## src/rtl/mod_codec_cfg_seq.sv

```systemverilog
// Codec boot sequencer: walks an 11-entry register table through an I2C write master.
// Define CFG_SEQ_RETRY_EN to re-attempt a failed write up to RETRY_MAX extra times.

module mod_codec_cfg_seq #(
    parameter logic [6:0] DEV_ADDR       = 7'h1A,
    parameter int         SETTLE_CYCLES  = 1000,
    parameter int         TIMEOUT_CYCLES = 200000,
    parameter int         RETRY_MAX      = 3
) (
    input  logic       i_clk,
    input  logic       i_rst,
    input  logic       i_start,
    output logic       o_busy,
    output logic       o_done,
    output logic       o_err,
    output logic [3:0] o_err_idx,
    output logic       o_i2c_start,
    output logic [6:0] o_i2c_addr,
    output logic [6:0] o_i2c_reg,
    output logic [8:0] o_i2c_data,
    output logic       o_i2c_read,
    input  logic       i_i2c_done,
    input  logic       i_i2c_err
);

    localparam int TMO_W = $clog2(TIMEOUT_CYCLES + 1);
    localparam int STL_W = $clog2(SETTLE_CYCLES + 1);
    localparam logic [TMO_W-1:0] TMO_LAST = TMO_W'(TIMEOUT_CYCLES - 1);
    localparam logic [STL_W-1:0] STL_LAST = STL_W'(SETTLE_CYCLES - 1);
    localparam logic [3:0]       LAST_IDX = 4'd10;

    typedef enum logic [2:0] {
        ST_IDLE,
        ST_ISSUE,
        ST_WAIT,
        ST_SETTLE,
        ST_DONE,
        ST_FAIL
    } state_t;

    typedef struct packed {
        logic [6:0] reg_addr;
        logic [8:0] wdata;
    } cfg_entry_t;

    function automatic cfg_entry_t cfg_rom(input logic [3:0] i);
        case (i)
            4'd0:    cfg_rom = '{7'h0F, 9'h000};
            4'd1:    cfg_rom = '{7'h00, 9'h017};
            4'd2:    cfg_rom = '{7'h01, 9'h017};
            4'd3:    cfg_rom = '{7'h02, 9'h079};
            4'd4:    cfg_rom = '{7'h03, 9'h079};
            4'd5:    cfg_rom = '{7'h04, 9'h012};
            4'd6:    cfg_rom = '{7'h05, 9'h000};
            4'd7:    cfg_rom = '{7'h06, 9'h000};
            4'd8:    cfg_rom = '{7'h07, 9'h042};
            4'd9:    cfg_rom = '{7'h08, 9'h000};
            4'd10:   cfg_rom = '{7'h09, 9'h001};
            default: cfg_rom = '{7'h00, 9'h000};
        endcase
    endfunction

    state_t           state, state_nxt;
    logic [3:0]       idx, idx_nxt;
    logic [TMO_W-1:0] tmo_cnt;
    logic [STL_W-1:0] stl_cnt;
    logic             xfer_fail;
    cfg_entry_t       entry;

`ifdef CFG_SEQ_RETRY_EN
    localparam int RTY_W = (RETRY_MAX > 0) ? $clog2(RETRY_MAX + 1) : 1;
    logic [RTY_W-1:0] retry, retry_nxt;
    // redo marks a SETTLE that precedes a re-attempt of the same entry
    logic             redo, redo_nxt;
`endif

    always_comb begin
        state_nxt = state;
        idx_nxt   = idx;
        xfer_fail = 1'b0;
`ifdef CFG_SEQ_RETRY_EN
        retry_nxt = retry;
        redo_nxt  = redo;
`endif
        case (state)
            ST_IDLE, ST_DONE, ST_FAIL: begin
                if (i_start) begin
                    state_nxt = ST_ISSUE;
                    idx_nxt   = '0;
`ifdef CFG_SEQ_RETRY_EN
                    retry_nxt = '0;
                    redo_nxt  = 1'b0;
`endif
                end
            end
            ST_ISSUE: state_nxt = ST_WAIT;
            ST_WAIT: begin
                // a done arriving on the last timeout cycle still counts
                if (i_i2c_done && !i_i2c_err)
                    state_nxt = ST_SETTLE;
                else if (i_i2c_done || tmo_cnt == TMO_LAST)
                    xfer_fail = 1'b1;
            end
            ST_SETTLE: begin
                if (stl_cnt == STL_LAST) begin
`ifdef CFG_SEQ_RETRY_EN
                    if (redo) begin
                        state_nxt = ST_ISSUE;
                        redo_nxt  = 1'b0;
                    end else
`endif
                    if (idx == LAST_IDX) begin
                        state_nxt = ST_DONE;
                    end else begin
                        state_nxt = ST_ISSUE;
                        idx_nxt   = idx + 4'd1;
`ifdef CFG_SEQ_RETRY_EN
                        retry_nxt = '0;
`endif
                    end
                end
            end
            default: state_nxt = ST_IDLE;
        endcase

        if (xfer_fail) begin
`ifdef CFG_SEQ_RETRY_EN
            if (int'(retry) < RETRY_MAX) begin
                retry_nxt = retry + RTY_W'(1);
                redo_nxt  = 1'b1;
                state_nxt = ST_SETTLE;
            end else begin
                state_nxt = ST_FAIL;
            end
`else
            state_nxt = ST_FAIL;
`endif
        end
    end

    assign entry = cfg_rom(idx_nxt);

    always_ff @(posedge i_clk) begin
        if (i_rst) begin
            state      <= ST_IDLE;
            idx        <= '0;
            tmo_cnt    <= '0;
            stl_cnt    <= '0;
            o_done     <= 1'b0;
            o_err      <= 1'b0;
            o_err_idx  <= '0;
            o_i2c_reg  <= '0;
            o_i2c_data <= '0;
`ifdef CFG_SEQ_RETRY_EN
            retry      <= '0;
            redo       <= 1'b0;
`endif
        end else begin
            state  <= state_nxt;
            idx    <= idx_nxt;
            o_done <= (state_nxt == ST_DONE);
            o_err  <= (state_nxt == ST_FAIL);
`ifdef CFG_SEQ_RETRY_EN
            retry  <= retry_nxt;
            redo   <= redo_nxt;
`endif
            if (state_nxt == ST_ISSUE) begin
                o_i2c_reg  <= entry.reg_addr;
                o_i2c_data <= entry.wdata;
            end
            if (state == ST_WAIT && state_nxt == ST_FAIL)
                o_err_idx <= idx;
            // zero during ISSUE so the count equals cycles since the request
            if (state_nxt == ST_ISSUE)
                tmo_cnt <= '0;
            else if (state == ST_ISSUE || state == ST_WAIT)
                tmo_cnt <= tmo_cnt + TMO_W'(1);
            if (state != ST_SETTLE)
                stl_cnt <= '0;
            else
                stl_cnt <= stl_cnt + STL_W'(1);
        end
    end

    assign o_busy      = (state == ST_ISSUE) || (state == ST_WAIT) || (state == ST_SETTLE);
    assign o_i2c_start = (state == ST_ISSUE);
    assign o_i2c_addr  = DEV_ADDR;
    assign o_i2c_read  = 1'b0;

endmodule
```

## config.mk

```make
export PLATFORM = sky130hd
export DESIGN_NAME = mod_codec_cfg_seq
export DESIGN_NICKNAME = d
export VERILOG_FILES = /design/src/rtl/mod_codec_cfg_seq.sv
export SDC_FILE = /design/constraint.sdc
export NUM_CORES = 1
export LEC_CHECK = 0
export CORE_MARGIN = 10
export CORE_UTILIZATION = 49
export CTS_CLUSTER_SIZE = 25
export DETAILED_ROUTE_END_ITERATION = 7
export GPL_TIMING_DRIVEN = 0
export HOLD_SLACK_MARGIN = 0.12
export PLACE_DENSITY = 0.84
export SLEW_MARGIN = 20
export SYNTH_ARGS = -nofsm -noshare
export SYNTH_HDL_FRONTEND = slang
export SYNTH_SLANG_ARGS = --single-unit
```

## constraint.sdc

```tcl
create_clock -name i_clk -period 2.6 [get_ports i_clk]
set_clock_uncertainty 0.1 [all_clocks]
set_input_delay 0.26 -clock i_clk [delete_from_list [all_inputs] [get_ports i_clk]]
set_output_delay 0.26 -clock i_clk [all_outputs]
set_load 0.005 [all_outputs]
```

==> impl_results.md <==
* Core Area at slightly above 5000 um^2
* Primary FF master, synth: dfxtp_1
* Synth Warn # at 0
* Number of global-route vias before repair at around 2200
* CP Data Required Time at 2710 ps
* Core Util, Final at around 64%
* Sequential share of power at 43.7%
* Sw frac at 34.68%
* Critical Path Sink Type: register
* Clock Tree Buf Depth at 2
* Failing checks: setup timing
* Mapped Cells at 300
* Worst Tran Pin Value at ~770 ps
* Register area share after synthesis at between 30 and 40%
* RSZ-0062 raised after global routing: true
* Per-cell routed wire length at 14.69 um
* Worst Path Max Fanout at 6
* Routed vias/inst at roughly 5.3
* Net Sw Power at 702.8 uW
* Worst hold path type: reg -> reg
* Post-route DRC at 0
* Largest net degree at the start of global routing at 18
* Gr ovfl total at 0
* Root buf cell: clkbuf_8
* Placed insts at between 400 and 500
* Area Growth Syn to Fin at 27.76%
* Total Power at approximately 2 mW
* Row count at 26
* Async set-reset flop share out of synthesis at 0%
* Number of antenna diodes at 0
* Relative slew slack at around half
* Period utilization at 101.8%
* Largest regs: tmo_cnt: 18 flops, stl_cnt: 10 flops, o_i2c_data: 6 flops
* Clock slew at reported path FFs at roughly 100 ps
* Synthesized cell area at 2574 um^2
* Post-synth EDFFs at 0
* Initial Utilization at 50.39%
* Boundary pin count at 37
* Register bit total from synthesis at 51
* Clock share of power at between 20% and 30%
* Final setup viols at 3
* DIE WIDTH at 92.48 um
* Yosys top cell area share at 39.67%
* Global-route wire length before repair at 9.549 mm
* Peak VDD IR at between 0.4 and 0.5 mV
* Gate power share at 32.7%
* Count leader, synth: nor2_1
* CTS sink cnt at 51
* Synth cell types at 50
* Most flop-heavy register: tmo_cnt
* First-pass iteration count of the detailed router at 4
* Leakage at 1.246 nW
* Period minus WS final at approximately 2600 ps
* GP Congestion at about 0.86
* Max cap viols at 0
* Routed Antenna Nets at 0
* Worst path bufs/invs at 2
* Die height at roughly 92 um
* H-tree levels at 2
* Dpl hpwl at 3.943 mm
* CP peak stage delay at roughly 420 ps
* Layout cell share with drive strength beyond 1 at roughly a fifth
* Final wirelength at 6.273 mm
* Initial antenna violation count at 0
* DIE AREA at 8552 um^2
* Nets at 370
* Synth top cells by count: 52 x nor2_1, 51 x dfxtp_1, 20 x nand3_1
* CTS buffer count at 5
* Critical path's top delay family: simple AND/OR/NAND/NOR gates
* Global-route usage over all layers at a little over an eighth
* Max Transition Viols Final at 0
* DR iter-0 viols at 83
* Crit path launch type: register
* Int Pwr at ~1.3 mW
* Avg Cell Area, Syn at about 8.6 um^2
* Critical path type: reg -> reg
* Status: finished, violations left
* Cell Chain, Critical Path: inv_1, ha_1, nand3b_1, nand3_1, nor3_2, a21oi_4, buf_12, ha_1, nand3b_1, nor4b_2, a2111oi_2
* Max reg flops at 18
* IO Port Bufs at 23
* Leading area contributor after synthesis: dfxtp_1
* Final worst slack at -45.53 ps
* CTS tree: yes
* Worst Path Arrival at between 2000 and 3000 ps
* P per Cell Area at 616.3 nW/um^2
* Area contributors post-synth: dfxtp_1 40%, nor2_1 7.6%, xnor2_1 4.8%
* Vias at between 2000 and 2500
* Maximum operating frequency at approximately 0.38 GHz
* Latest clock arrival within the worst-skew pair at 320 ps
* Slowest CP cell: dfxtp_2
* Hold Vio Cnt, Final at 0
* Fin cells at between 400 and 500
## stage by stage
step | setup slack [ps] | TNS (ps) | hold WS [ps] | cell area, um^2
floorplan | 5.675 | 0 | 330.5 | 2615
global placement | -547.8 | -3412 | 341.3 | 2933
detailed placement | -641.6 | -4277 | 347.7 | 2933
CTS | 1.176 | 0 | 369.0 | 3136
global route | -213.1 | -656.4 | 398.9 | 3288
finish | -45.53 | -75.27 | 362.5 | 3288
## what timing repair did
| action | CTS | global route |
|---|---|---|
| pin swaps | 3 | 4 |
| endpoints found under the setup margin | 9 | 17 |
| resized for setup | 19 | 16 |
| hold buffers | 0 | 0 |
| buffers inserted | 5 | 11 |
## power by group through the flow
stage	sequential (mW)	combinational, mW	clock (mW)
finish	0.885	0.663	0.478
global route	0.894	0.722	0.520
CTS	0.881	0.603	0.488
detailed placement	0.900	0.582	0
global placement	0.897	0.567	0
floorplan	0.897	0.383	0
## routing by layer
layer	global-route usage [%]	wire length (um)	up-vias
met1	14.82	2609	1080
met5	0	0	-
met3	4.278	421	19
met4	6.041	182	0
li1	-	-	1108
met2	22.35	3060	69
## placed cells by master (no fill, tap or decap), types with 3 or more instances in the layout
cell | Yosys | layout
a21oi_1 | 8 | 7
and3_1 | 6 | 6
buf_4 | 15 | 29
clkbuf_1 | 8 | 7
clkbuf_8 | 0 | 5
clkdlybuf4s50_1 | 0 | 23
conb_1 | 2 | 13
dfxtp_1 | 51 | 44
dfxtp_2 | 0 | 7
ha_1 | 9 | 6
ha_4 | 0 | 3
inv_1 | 12 | 11
mux2i_1 | 6 | 6
nand2_1 | 13 | 13
nand2b_1 | 3 | 3
nand3_1 | 20 | 19
nand4_1 | 6 | 6
nor2_1 | 52 | 51
nor3_1 | 12 | 10
nor4_1 | 3 | 3
o21ai_0 | 4 | 3
o22ai_1 | 4 | 4
or3_1 | 3 | 3
xnor2_1 | 14 | 14
xor2_1 | 11 | 11
## path summary, 6_finish.rpt
path	to	start	slack [ps]	depth (start not counted)
setup / recovery	o_i2c_data[0]	idx[0]	-50	11
hold / removal	o_i2c_reg[0]	o_i2c_reg[0]	360	2
setup reg to reg	o_i2c_data[0]	idx[0]	-50	11
hold reg to reg	o_i2c_reg[0]	o_i2c_reg[0]	360	2
## cell families (layout without fill, tap and decap cells)
kind of cell	Yosys count	after routing	share of synthesized area, %
compound gates	34	34	9.334
xor+xnor	25	25	8.508
fa+ha+maj	9	9	4.375
buf+inv	37	83	7.924
flops	51	51	39.67
mux	6	6	2.334
other cells	2	13	0.2918
simple gates	136	136	27.57
## cell type report
| class | instances | area [um^2] |
|---|---|---|
| fillers | 411 | 1819 |
| repair buffers | 39 | 362.8 |
| clock inverters | 3 | 23.77 |
| flip-flops and latches | 51 | 1030 |
| well taps | 70 | 87.58 |
| inverters | 12 | 45.04 |
| multi-input cells | 223 | 1511 |
| clock buffers | 5 | 68.82 |
| plain buffers | 24 | 158.9 |
## tightest hold or removal path, cell delays in order, from the launching register on
cell and delay [ps]:
dfxtp_1 320, nand2_1 50, a21oi_1 50
No activity file was read; power rests on OpenSTA's default activity.
